### src/rtl/lock_key_conditioner_if.sv
`default_nettype none
// ============================================================================
// Module      : lock_key_conditioner_if
// Description : Signal bundle between the raw key/switch inputs and the lock
//               FSM. The slave side is the conditioner; the master side
//               drives the raw inputs and consumes the clean digit stream.
// Revision    : 1.0 - initial release
// ============================================================================
interface lock_key_conditioner_if;
    logic       key_n;
    logic [3:0] sw;
    logic       clear;
    logic       digit_valid;
    logic [3:0] digit;
    logic       digit_bad;
    logic [2:0] press_count;
    logic       seq_done;
    logic       timeout;

    modport master (
        output key_n, sw, clear,
        input  digit_valid, digit, digit_bad, press_count, seq_done, timeout
    );

    modport slave (
        input  key_n, sw, clear,
        output digit_valid, digit, digit_bad, press_count, seq_done, timeout
    );
endinterface
`default_nettype wire

### src/rtl/lock_key_conditioner.sv
`default_nettype none
// ============================================================================
// Module      : lock_key_conditioner
// Description : Synchronises and debounces the lock push-button and digit
//               switches, emitting one digit_valid strobe per press with the
//               switch value captured at that moment, and counts entered
//               digits (saturating at 6).
//               Optional macro LOCK_ENTRY_TIMEOUT_EN abandons a partial entry
//               after TIMEOUT_CYCLES idle cycles.
// Revision    : 1.0 - initial release
// ============================================================================
module lock_key_conditioner #(
    parameter int DEBOUNCE_CYCLES = 1000000,
    parameter int TIMEOUT_CYCLES  = 500000000
) (
    input  wire logic             clk,
    input  wire logic             rst_n,
    lock_key_conditioner_if.slave bus
);

    localparam int               c_CNT_W   = $clog2(DEBOUNCE_CYCLES);
    localparam logic [c_CNT_W-1:0] c_CNT_MAX = c_CNT_W'(DEBOUNCE_CYCLES - 1);
    localparam logic [2:0]       c_PC_MAX  = 3'd6;

    // Misconfiguration must stop elaboration rather than build a broken counter.
    if (DEBOUNCE_CYCLES < 2 || TIMEOUT_CYCLES < 2) begin : g_bad_params
        $error("lock_key_conditioner: DEBOUNCE_CYCLES and TIMEOUT_CYCLES must be >= 2");
    end

    typedef enum logic [1:0] {
        S_IDLE         = 2'd0,
        S_PRESS_WAIT   = 2'd1,
        S_HELD         = 2'd2,
        S_RELEASE_WAIT = 2'd3
    } state_t;

    logic               r_key_meta;
    logic               r_key_s;
    logic [3:0]         r_sw_meta;
    logic [3:0]         r_sw_s;
    state_t             r_state;
    state_t             w_state_nxt;
    logic [c_CNT_W-1:0] r_cnt;
    logic [c_CNT_W-1:0] w_cnt_nxt;
    logic               w_accept;
    logic               w_to_fire;
    logic [2:0]         w_pc_nxt;
    logic               r_digit_valid;
    logic [3:0]         r_digit;
    logic               r_digit_bad;
    logic [2:0]         r_press_count;
    logic               r_seq_done;

    // Two-flop synchronisers; key idles released (1), switches idle at 0.
    always_ff @(posedge clk or negedge rst_n) begin
        if (!rst_n) begin
            r_key_meta <= 1'b1;
            r_key_s    <= 1'b1;
            r_sw_meta  <= 4'd0;
            r_sw_s     <= 4'd0;
        end else begin
            r_key_meta <= bus.key_n;
            r_key_s    <= r_key_meta;
            r_sw_meta  <= bus.sw;
            r_sw_s     <= r_sw_meta;
        end
    end

    // Debounce FSM state and shared wait counter.
    always_ff @(posedge clk or negedge rst_n) begin
        if (!rst_n) begin
            r_state <= S_IDLE;
            r_cnt   <= '0;
        end else begin
            r_state <= w_state_nxt;
            r_cnt   <= w_cnt_nxt;
        end
    end

    // Next-state logic; w_accept marks the single edge a press is accepted.
    always_comb begin
        w_state_nxt = r_state;
        w_cnt_nxt   = r_cnt;
        w_accept    = 1'b0;
        case (r_state)
            S_IDLE: begin
                if (!r_key_s) begin
                    w_state_nxt = S_PRESS_WAIT;
                    w_cnt_nxt   = '0;
                end
            end
            S_PRESS_WAIT: begin
                if (r_key_s) begin
                    w_state_nxt = S_IDLE;
                    w_cnt_nxt   = '0;
                end else if (r_cnt == c_CNT_MAX) begin
                    w_state_nxt = S_HELD;
                    w_accept    = 1'b1;
                end else begin
                    w_cnt_nxt = r_cnt + 1'b1;
                end
            end
            S_HELD: begin
                if (r_key_s) begin
                    w_state_nxt = S_RELEASE_WAIT;
                    w_cnt_nxt   = '0;
                end
            end
            S_RELEASE_WAIT: begin
                if (!r_key_s) begin
                    w_state_nxt = S_HELD;
                end else if (r_cnt == c_CNT_MAX) begin
                    w_state_nxt = S_IDLE;
                end else begin
                    w_cnt_nxt = r_cnt + 1'b1;
                end
            end
            default: begin
                w_state_nxt = S_IDLE;
                w_cnt_nxt   = '0;
            end
        endcase
    end

`ifdef LOCK_ENTRY_TIMEOUT_EN
    localparam int               c_TO_W   = $clog2(TIMEOUT_CYCLES);
    localparam logic [c_TO_W-1:0] c_TO_MAX = c_TO_W'(TIMEOUT_CYCLES - 1);

    logic [c_TO_W-1:0] r_to_cnt;
    logic              r_timeout;
    logic              w_to_run;

    // A partial entry (1..5 digits) is idle-timed; a strobe or clear wins.
    assign w_to_run  = (r_press_count >= 3'd1) && (r_press_count <= 3'd5);
    assign w_to_fire = w_to_run && (r_to_cnt == c_TO_MAX) && !w_accept && !bus.clear;

    // Idle counter restarts on every strobe, clear, expiry or when not running.
    always_ff @(posedge clk or negedge rst_n) begin
        if (!rst_n) begin
            r_to_cnt  <= '0;
            r_timeout <= 1'b0;
        end else begin
            r_timeout <= w_to_fire;
            if (w_accept || bus.clear || w_to_fire || !w_to_run) begin
                r_to_cnt <= '0;
            end else begin
                r_to_cnt <= r_to_cnt + 1'b1;
            end
        end
    end

    assign bus.timeout = r_timeout;
`else
    assign w_to_fire   = 1'b0;
    assign bus.timeout = 1'b0;
`endif

    // Press counter: a strobe beats clear (count becomes 1), saturates at 6.
    always_comb begin
        w_pc_nxt = r_press_count;
        if (w_accept) begin
            if (bus.clear) begin
                w_pc_nxt = 3'd1;
            end else if (r_press_count != c_PC_MAX) begin
                w_pc_nxt = r_press_count + 3'd1;
            end
        end else if (bus.clear || w_to_fire) begin
            w_pc_nxt = 3'd0;
        end
    end

    // Registered outputs; digit and digit_bad only move with a strobe.
    always_ff @(posedge clk or negedge rst_n) begin
        if (!rst_n) begin
            r_digit_valid <= 1'b0;
            r_digit       <= 4'd0;
            r_digit_bad   <= 1'b0;
            r_press_count <= 3'd0;
            r_seq_done    <= 1'b0;
        end else begin
            r_digit_valid <= w_accept;
            if (w_accept) begin
                r_digit     <= r_sw_s;
                r_digit_bad <= (r_sw_s > 4'd9);
            end
            r_press_count <= w_pc_nxt;
            r_seq_done    <= (w_pc_nxt == c_PC_MAX);
        end
    end

    assign bus.digit_valid = r_digit_valid;
    assign bus.digit       = r_digit;
    assign bus.digit_bad   = r_digit_bad;
    assign bus.press_count = r_press_count;
    assign bus.seq_done    = r_seq_done;

endmodule
`default_nettype wire

### src/flat_wrapper.sv
// flat-port wrapper written by rule: the top's interface ports become plain ports
module lock_key_conditioner_flat 
#(
    parameter int DEBOUNCE_CYCLES = 1000000,
    parameter int TIMEOUT_CYCLES  = 500000000
)
  (clk, rst_n, bus_key_n, bus_sw, bus_clear, bus_digit_valid, bus_digit, bus_digit_bad, bus_press_count, bus_seq_done, bus_timeout);
  lock_key_conditioner_if bus_i ();
  input  wire logic clk;
  input  wire logic rst_n;
  input wire logic [$bits(bus_i.key_n)-1:0] bus_key_n;
  input wire logic [$bits(bus_i.sw)-1:0] bus_sw;
  input wire logic [$bits(bus_i.clear)-1:0] bus_clear;
  output wire logic [$bits(bus_i.digit_valid)-1:0] bus_digit_valid;
  output wire logic [$bits(bus_i.digit)-1:0] bus_digit;
  output wire logic [$bits(bus_i.digit_bad)-1:0] bus_digit_bad;
  output wire logic [$bits(bus_i.press_count)-1:0] bus_press_count;
  output wire logic [$bits(bus_i.seq_done)-1:0] bus_seq_done;
  output wire logic [$bits(bus_i.timeout)-1:0] bus_timeout;
  assign bus_i.key_n = bus_key_n;
  assign bus_i.sw = bus_sw;
  assign bus_i.clear = bus_clear;
  assign bus_digit_valid = bus_i.digit_valid;
  assign bus_digit = bus_i.digit;
  assign bus_digit_bad = bus_i.digit_bad;
  assign bus_press_count = bus_i.press_count;
  assign bus_seq_done = bus_i.seq_done;
  assign bus_timeout = bus_i.timeout;
  lock_key_conditioner #(.DEBOUNCE_CYCLES(DEBOUNCE_CYCLES), .TIMEOUT_CYCLES(TIMEOUT_CYCLES)) u_core (.clk(clk), .rst_n(rst_n), .bus(bus_i));
endmodule
### config.mk
export PLATFORM = sky130hd
export DESIGN_NAME = lock_key_conditioner_flat
export DESIGN_NICKNAME = d
export VERILOG_FILES = /design/src/rtl/lock_key_conditioner_if.sv /design/src/rtl/lock_key_conditioner.sv /design/src/flat_wrapper.sv
export SDC_FILE = /design/constraint.sdc
export NUM_CORES = 1
export LEC_CHECK = 0
export ABC_AREA = 1
export CORE_ASPECT_RATIO = 1.25
export CORE_MARGIN = 2
export CORE_UTILIZATION = 45
export DETAILED_ROUTE_END_ITERATION = 10
export PLACE_DENSITY_LB_ADDON = 0.15
export SETUP_SLACK_MARGIN = 0.15
export SLEW_MARGIN = 20
export SYNTH_ARGS = -nofsm -noshare
export SYNTH_HDL_FRONTEND = slang
export SYNTH_SLANG_ARGS = --single-unit
### constraint.sdc
create_clock -name clk -period 2.63 [get_ports clk]
set_input_delay 0.263 -clock clk [delete_from_list [all_inputs] [get_ports clk]]
set_output_delay 0.263 -clock clk [all_outputs]
set_load 0.02 [all_outputs]
==> After elaboration in Yosys (flattened, before gate mapping) <==
Cells that the tools add are included.
{ "classes": {"reduce_logical": 3, "muxes": 20, "n_eq_ne": 11, "addsub": 2, "magnitude_cmp": 1} }
{ "op_table": {"columns": ["operator", "count"], "rows": [
  ["two-way mux 20 bit", 5],
  ["case mux 20 bit (4 select lines)", 1],
  ["adder 20 x 1 -> 20 bit, second input constant", 1],
  ["== test 20 bit, second input constant", 1],
  ["two-way mux 2 bit", 6],
  ["two-way mux 3 bit", 4],
  ["case mux 2 bit (4 select lines)", 1],
  ["inequality test 3 bit, second input constant", 2],
  ["== test 2 bit, second input constant", 2],
  ["greater-than comparator 4 bit, second input constant", 1],
  ["inequality test 2 x 1 -> 1 bit, second input constant", 2],
  ["AND reduction 4 bit", 1],
  ["adder 3 x 1 -> 3 bit, second input constant", 1],
  ["== test 3 bit, second input constant", 1],
  ["two-way mux 1 bit", 3],
  ["inequality test 3 x 1 -> 1 bit, second input constant", 1],
  ["AND reduction 3 bit", 1],
  ["== test 2 x 1 -> 1 bit, second input constant", 1],
  ["logical NOT 2 bit", 1],
  ["inequality test 2 bit, second input constant", 1]
]} }
{ "totals": {"out_inout_bits": 11, "regBits": 42, "inputBits": 8} }

==> Logic depth before layout (Yosys ltp) <==
{ "depth": {"word_depth": 6, "ltp_mapped": 12, "ltp_nobuf": 12} }

==> Worst setup path before layout <==
No wires, ideal clock.
{ "synth_timing": {"kind": "register -> register", "start": "reg u_core.r_cnt[0]", "end": "reg u_core.r_seq_done, in the netlist u_core.bus.seq_done", "n_path_buf": 0, "stages_incl_launch_ff": 11, "t_arrival_ns": 1.342, "slack_ns": 1.171, "period_less_slack_ns": 1.459, "path_cell_list": "dfrtp_1 -> ha_1 -> nand2_1 -> nor2_4 -> nand3_2 -> nor2_4 -> nand4_1 -> nand2_1 -> inv_1 -> nand2_1 -> nor2_1"} }
{ "synth_via": {"elab_chain_cells": 6} }
{ "synth_lines": {"columns": ["item", "line_no", "source"], "rows": [
  ["start, declared", "lock_key_conditioner.sv:43", "logic [c_CNT_W-1:0] r_cnt;"],
  ["start signal, assigned", "lock_key_conditioner.sv:76", "r_cnt <= w_cnt_nxt;"],
  ["== test 20 bit", "lock_key_conditioner.sv:96", "end else if (r_cnt == c_CNT_MAX) begin"],
  ["two-way mux 1 bit", "lock_key_conditioner.sv:96", null],
  ["two-way mux 1 bit", "lock_key_conditioner.sv:93", "if (r_key_s) begin"],
  ["two-way mux 1 bit", "lock_key_conditioner.sv:85", "case (r_state)"],
  ["two-way mux 3 bit", "lock_key_conditioner.sv:161", "if (w_accept) begin"],
  ["via u_core.w_pc_nxt[0]", "lock_key_conditioner.sv:47", "logic [2:0] w_pc_nxt;"],
  ["== test 3 bit", "lock_key_conditioner.sv:187", "r_seq_done <= (w_pc_nxt == c_PC_MAX);"],
  ["end signal, assigned", "lock_key_conditioner.sv:187", null],
  ["end, declared", "lock_key_conditioner.sv:52", "logic r_seq_done;"]
]} }
The timed path passes the listed nets, and every way through them passes these cells.
A chain may end at the register's enable or synchronous reset.

==> Final worst setup path <==
{ "layout_timing": {"start": "reg u_core.r_state[0]", "end": "reg u_core.r_cnt[5]"} }
{ "layout_via": {"elab_chain_cells": 3, "word_cells_on_any_way": 9, "classes_between": "6 x eq/ne; 1 x mux; 2 x reduce/logical"} }
{ "layout_lines": {"columns": ["item", "line_no", "source"], "rows": [
  ["start, declared", "lock_key_conditioner.sv:41", "state_t r_state;"],
  ["start signal, assigned", "lock_key_conditioner.sv:75", "r_state <= w_state_nxt;"],
  ["== test 2 bit / logical NOT 2 bit (equally long branches)", "lock_key_conditioner.sv:85", null],
  ["inequality test 2 x 1 -> 1 bit (no line) / inequality test 2 bit (equally long branches)", null, null],
  ["AND reduction 3 bit (no line)", null, null]
]} }
Several ways; a longest one is shown, not always the timed one.

==> out/metrics.csv <==
stage,metric,value,unit
setup_path,WP data arrival,1970,ps
cts,Post-CTS Resized,0,
setup_path,worst setup path class,reg2reg,
cts,worst skew pair latency,300,ps
final_layout,Fillers,457,
setup_path,Worst setup EP type,register,
floorplanning,Ports,19,
sta,fmax,0.561,GHz
global_route,largest net degree at the start of global routing,43,
global_route,vias in the first global route,1712,
sta,Max Slew Vio Count,0,
final_layout,most frequent cells in the layout,"74 x nand2_1, 40 x dfrtp_1, 38 x nor2_1",
floorplanning,die height,81.9,um
floorplanning,Chip Width,66.4,um
min_path,Hold WC Path Type,in2async,
synthesis,Synth Cell Area,2190,um^2
routing,Via density,4.89,
synthesis,Syn Nets,290,
sta,crit path time final,1780,ps
cts,Root Driver,clkbuf_8,
synthesis,Post-synth top flop,dfrtp_1,
cts,clk slew on worst S/H paths,90,ps
sta,Final Cycle Share,67.7,%
synthesis,Synth Area in Simple Gates,33.3,%
cts,Post-CTS Setup Inserts,0,
job,Max-Cap Viols,0,
routing,DR WL/cell,12.1,um
cts,CTS Buf Count,5,
sta,Fin. Hold Viols,0,
synthesis,Ys Warns,0,
placement,dpl ws,872,ps
sta,relative slew slack,40.1,%
setup_path,Worst EP required,2820,ps
synthesis,Synth async-reset ratio,100,%
placement,I/O Buffers,17,
sta,Slew @ Worst Pin,899,ps
setup_path,worst-case register-to-register setup slack,850,ps
power_and_ir_drop,Power per Cell Area,601,nW/um^2
synthesis,largest family of logic cells by synthesized area,simple AND/OR/NAND/NOR gates,
floorplanning,die area,5440,um^2
setup_path,Max stage delay on crit path,490,ps
power_and_ir_drop,maximum vdd ir drop,0.352,mV
routing,Initial DRC Count,103,
sta,Setup WS post-layout,849,ps
final_layout,Area growth syn-to-layout,14.5,%
global_route,Global Route Usage Sum,18.5,%
routing,First-pass DRT Iterations,4,
synthesis,sequential area share after synthesis,48.2,%
routing,routed vias,1769,
outcome,run status,finished clean,
final_layout,Final Instance Count excl. Fillers,362,
placement,detailed placement HPWL,3360,um
routing,WL final,4390,um
synthesis,Netlist cell types,30,
cts,CTS H-tree lvls,2,
sta,Fin Setup TNS,0,ps
setup_path,CP max stage cell,o21ai_2,
setup_path,worst-path maximum fanout,11,
final_layout,# nets final,312,
synthesis,xor and xnor area share after synthesis,2.80,%
global_route,first-pass GRT wire length,7690,um
placement,GPL Wtd Cong,0.914,
floorplanning,CORE AREA,4690,um^2
sta,Layout Skew,9.61,ps
synthesis,mean post-synth cell area,7.84,um^2
sta,Setup Viol. Count Final,0,
routing,Residual DRC,0,
routing,"antenna viol nets, final",0,
global_route,initial antenna violation count,0,
synthesis,"flops & latches, synth",42,
floorplanning,Site Rows,28,
floorplanning,Initial Util,46.6,%
synthesis,adder-cell share of the synthesized area,1.72,%
final_layout,n_diodes,0,
final_layout,share of cells above drive strength 1,10.9,%
synthesis,complex-gate fraction of the synthesized area,6.29,%
cts,clk buf depth,2,
cts,hold_buf cts,0,
cts,CTS tree,built,
sta,unrepaired setup endpoints after global routing,no,
placement,placed cells,354,
global_route,grt total ovfl,0,
final_layout,"commonest non-fill, non-tap cell in the layout",nand2_1,
synthesis,multiplexer area fraction after synthesis,0,%
cts,clock net sink count,42,
synthesis,Cells after Synth,279,
setup_path,Critical Path Start Type,register,
synthesis,"EDFF count, synth",0,
power_and_ir_drop,Leak Pwr,1.16,nW
setup_path,"Critical Path, Cell by Cell","inv_1, o21ai_2, inv_2, nor2_4, nand2_1, o21ai_0, nor2_1",
[cell type report]
cell class | count | area, um^2 | area share (%)
Tap cell | 60 | 75.1 | 3.00
Inverter | 39 | 146 | 5.85
Multi-Input combinational cell | 196 | 968 | 38.7
Timing Repair Buffer | 17 | 165 | 6.60
Clock buffer | 5 | 68.8 | 2.75
Sequential cell | 42 | 1050 | 42.1
Clock inverter | 3 | 26.3 | 1.05
[final timing paths]
kind / start / endpoint / cells past startpoint
worst max-delay path: u_core.r_state[0] / u_core.r_cnt[5] / 7
worst min-delay path: rst_n / async pin / 1
worst max register to register: u_core.r_state[0] / u_core.r_cnt[5] / 7
worst min register to register: u_core.r_sw_meta[1] / u_core.r_sw_s[1] / 0
max in group asynchronous: rst_n / u_core.r_cnt[16] / 1
min in group clk: u_core.r_sw_meta[1] / u_core.r_sw_s[1] / 0
[power by group]
| group | total [mW] | internal (mW) | switching (mW) |
|---|---|---|---|
| sequential | 0.726 | 0.688 | 0.0379 |
| clock | 0.443 | 0.197 | 0.246 |
| combinational | 0.336 | 0.0911 | 0.245 |
[cells by family after synthesis]
| group | after synthesis |
|---|---|
| compound gates | 25 |
| xor+xnor | 7 |
| fa+ha+maj | 3 |
| buf+inv | 41 |
| flops | 42 |
| other cells | 1 |
| simple gates | 160 |
[synth_stat cells, drive strengths merged, types with 2 or more instances]
library cell,n,area (um^2)
a21oi,7,35.0
buf,2,18.8
dfrtp,40,1000
dfstp,2,52.6
ha,3,37.5
inv,38,143
nand2,77,302
nand3,19,105
nand4,5,31.3
nor2,48,220
nor3,11,70.1
o21ai,14,73.8
xor2,6,52.6
[metal layers]
layer	vias up	track usage (%)	share of wire [%]
met3	4	4.11	3.3
met2	23	32.2	50
met4	0	5.31	1.0
met1	823	22.9	46
met5	-	0	0
li1	919	-	-
[worst max-delay path: cells and delay by family (launching register included)]
family / cells / cell delay, ps
AO/OA/AOI/OAI: 2 / 630
buffers and inverters: 2 / 310
flip-flops: 1 / 400
AND/OR/NAND/NOR: 3 / 330
[registers in the layout, summed over array words and instances, names as in the netlist, named ones only]
register / count
u_core.r_cnt: 20
u_core.r_state: 1
u_core.r_key_meta: 1
u_core.r_sw_s: 4
u_core.r_key_s: 1
u_core.bus.seq_done: 1
u_core.bus.digit: 4
u_core.bus.digit_bad: 1
u_core.r_sw_meta: 4
u_core.bus.digit_valid: 1
u_core.bus.press_count: 3
[metrics by stage]
step	area [um^2]	hold WS, ps	util, %	power (mW)
3_5_place_dp	2410	338	51.3	1.08
2_1_floorplan	2190	-32.6	-	0.991
6_report	2500	92.3	53.3	1.50
4_1_cts	2500	121	53.3	1.52
5_1_grt	2500	191	53.3	1.61
3_3_place_gp	2410	334	51.3	1.07
Power figures use the tool's default switching activity.
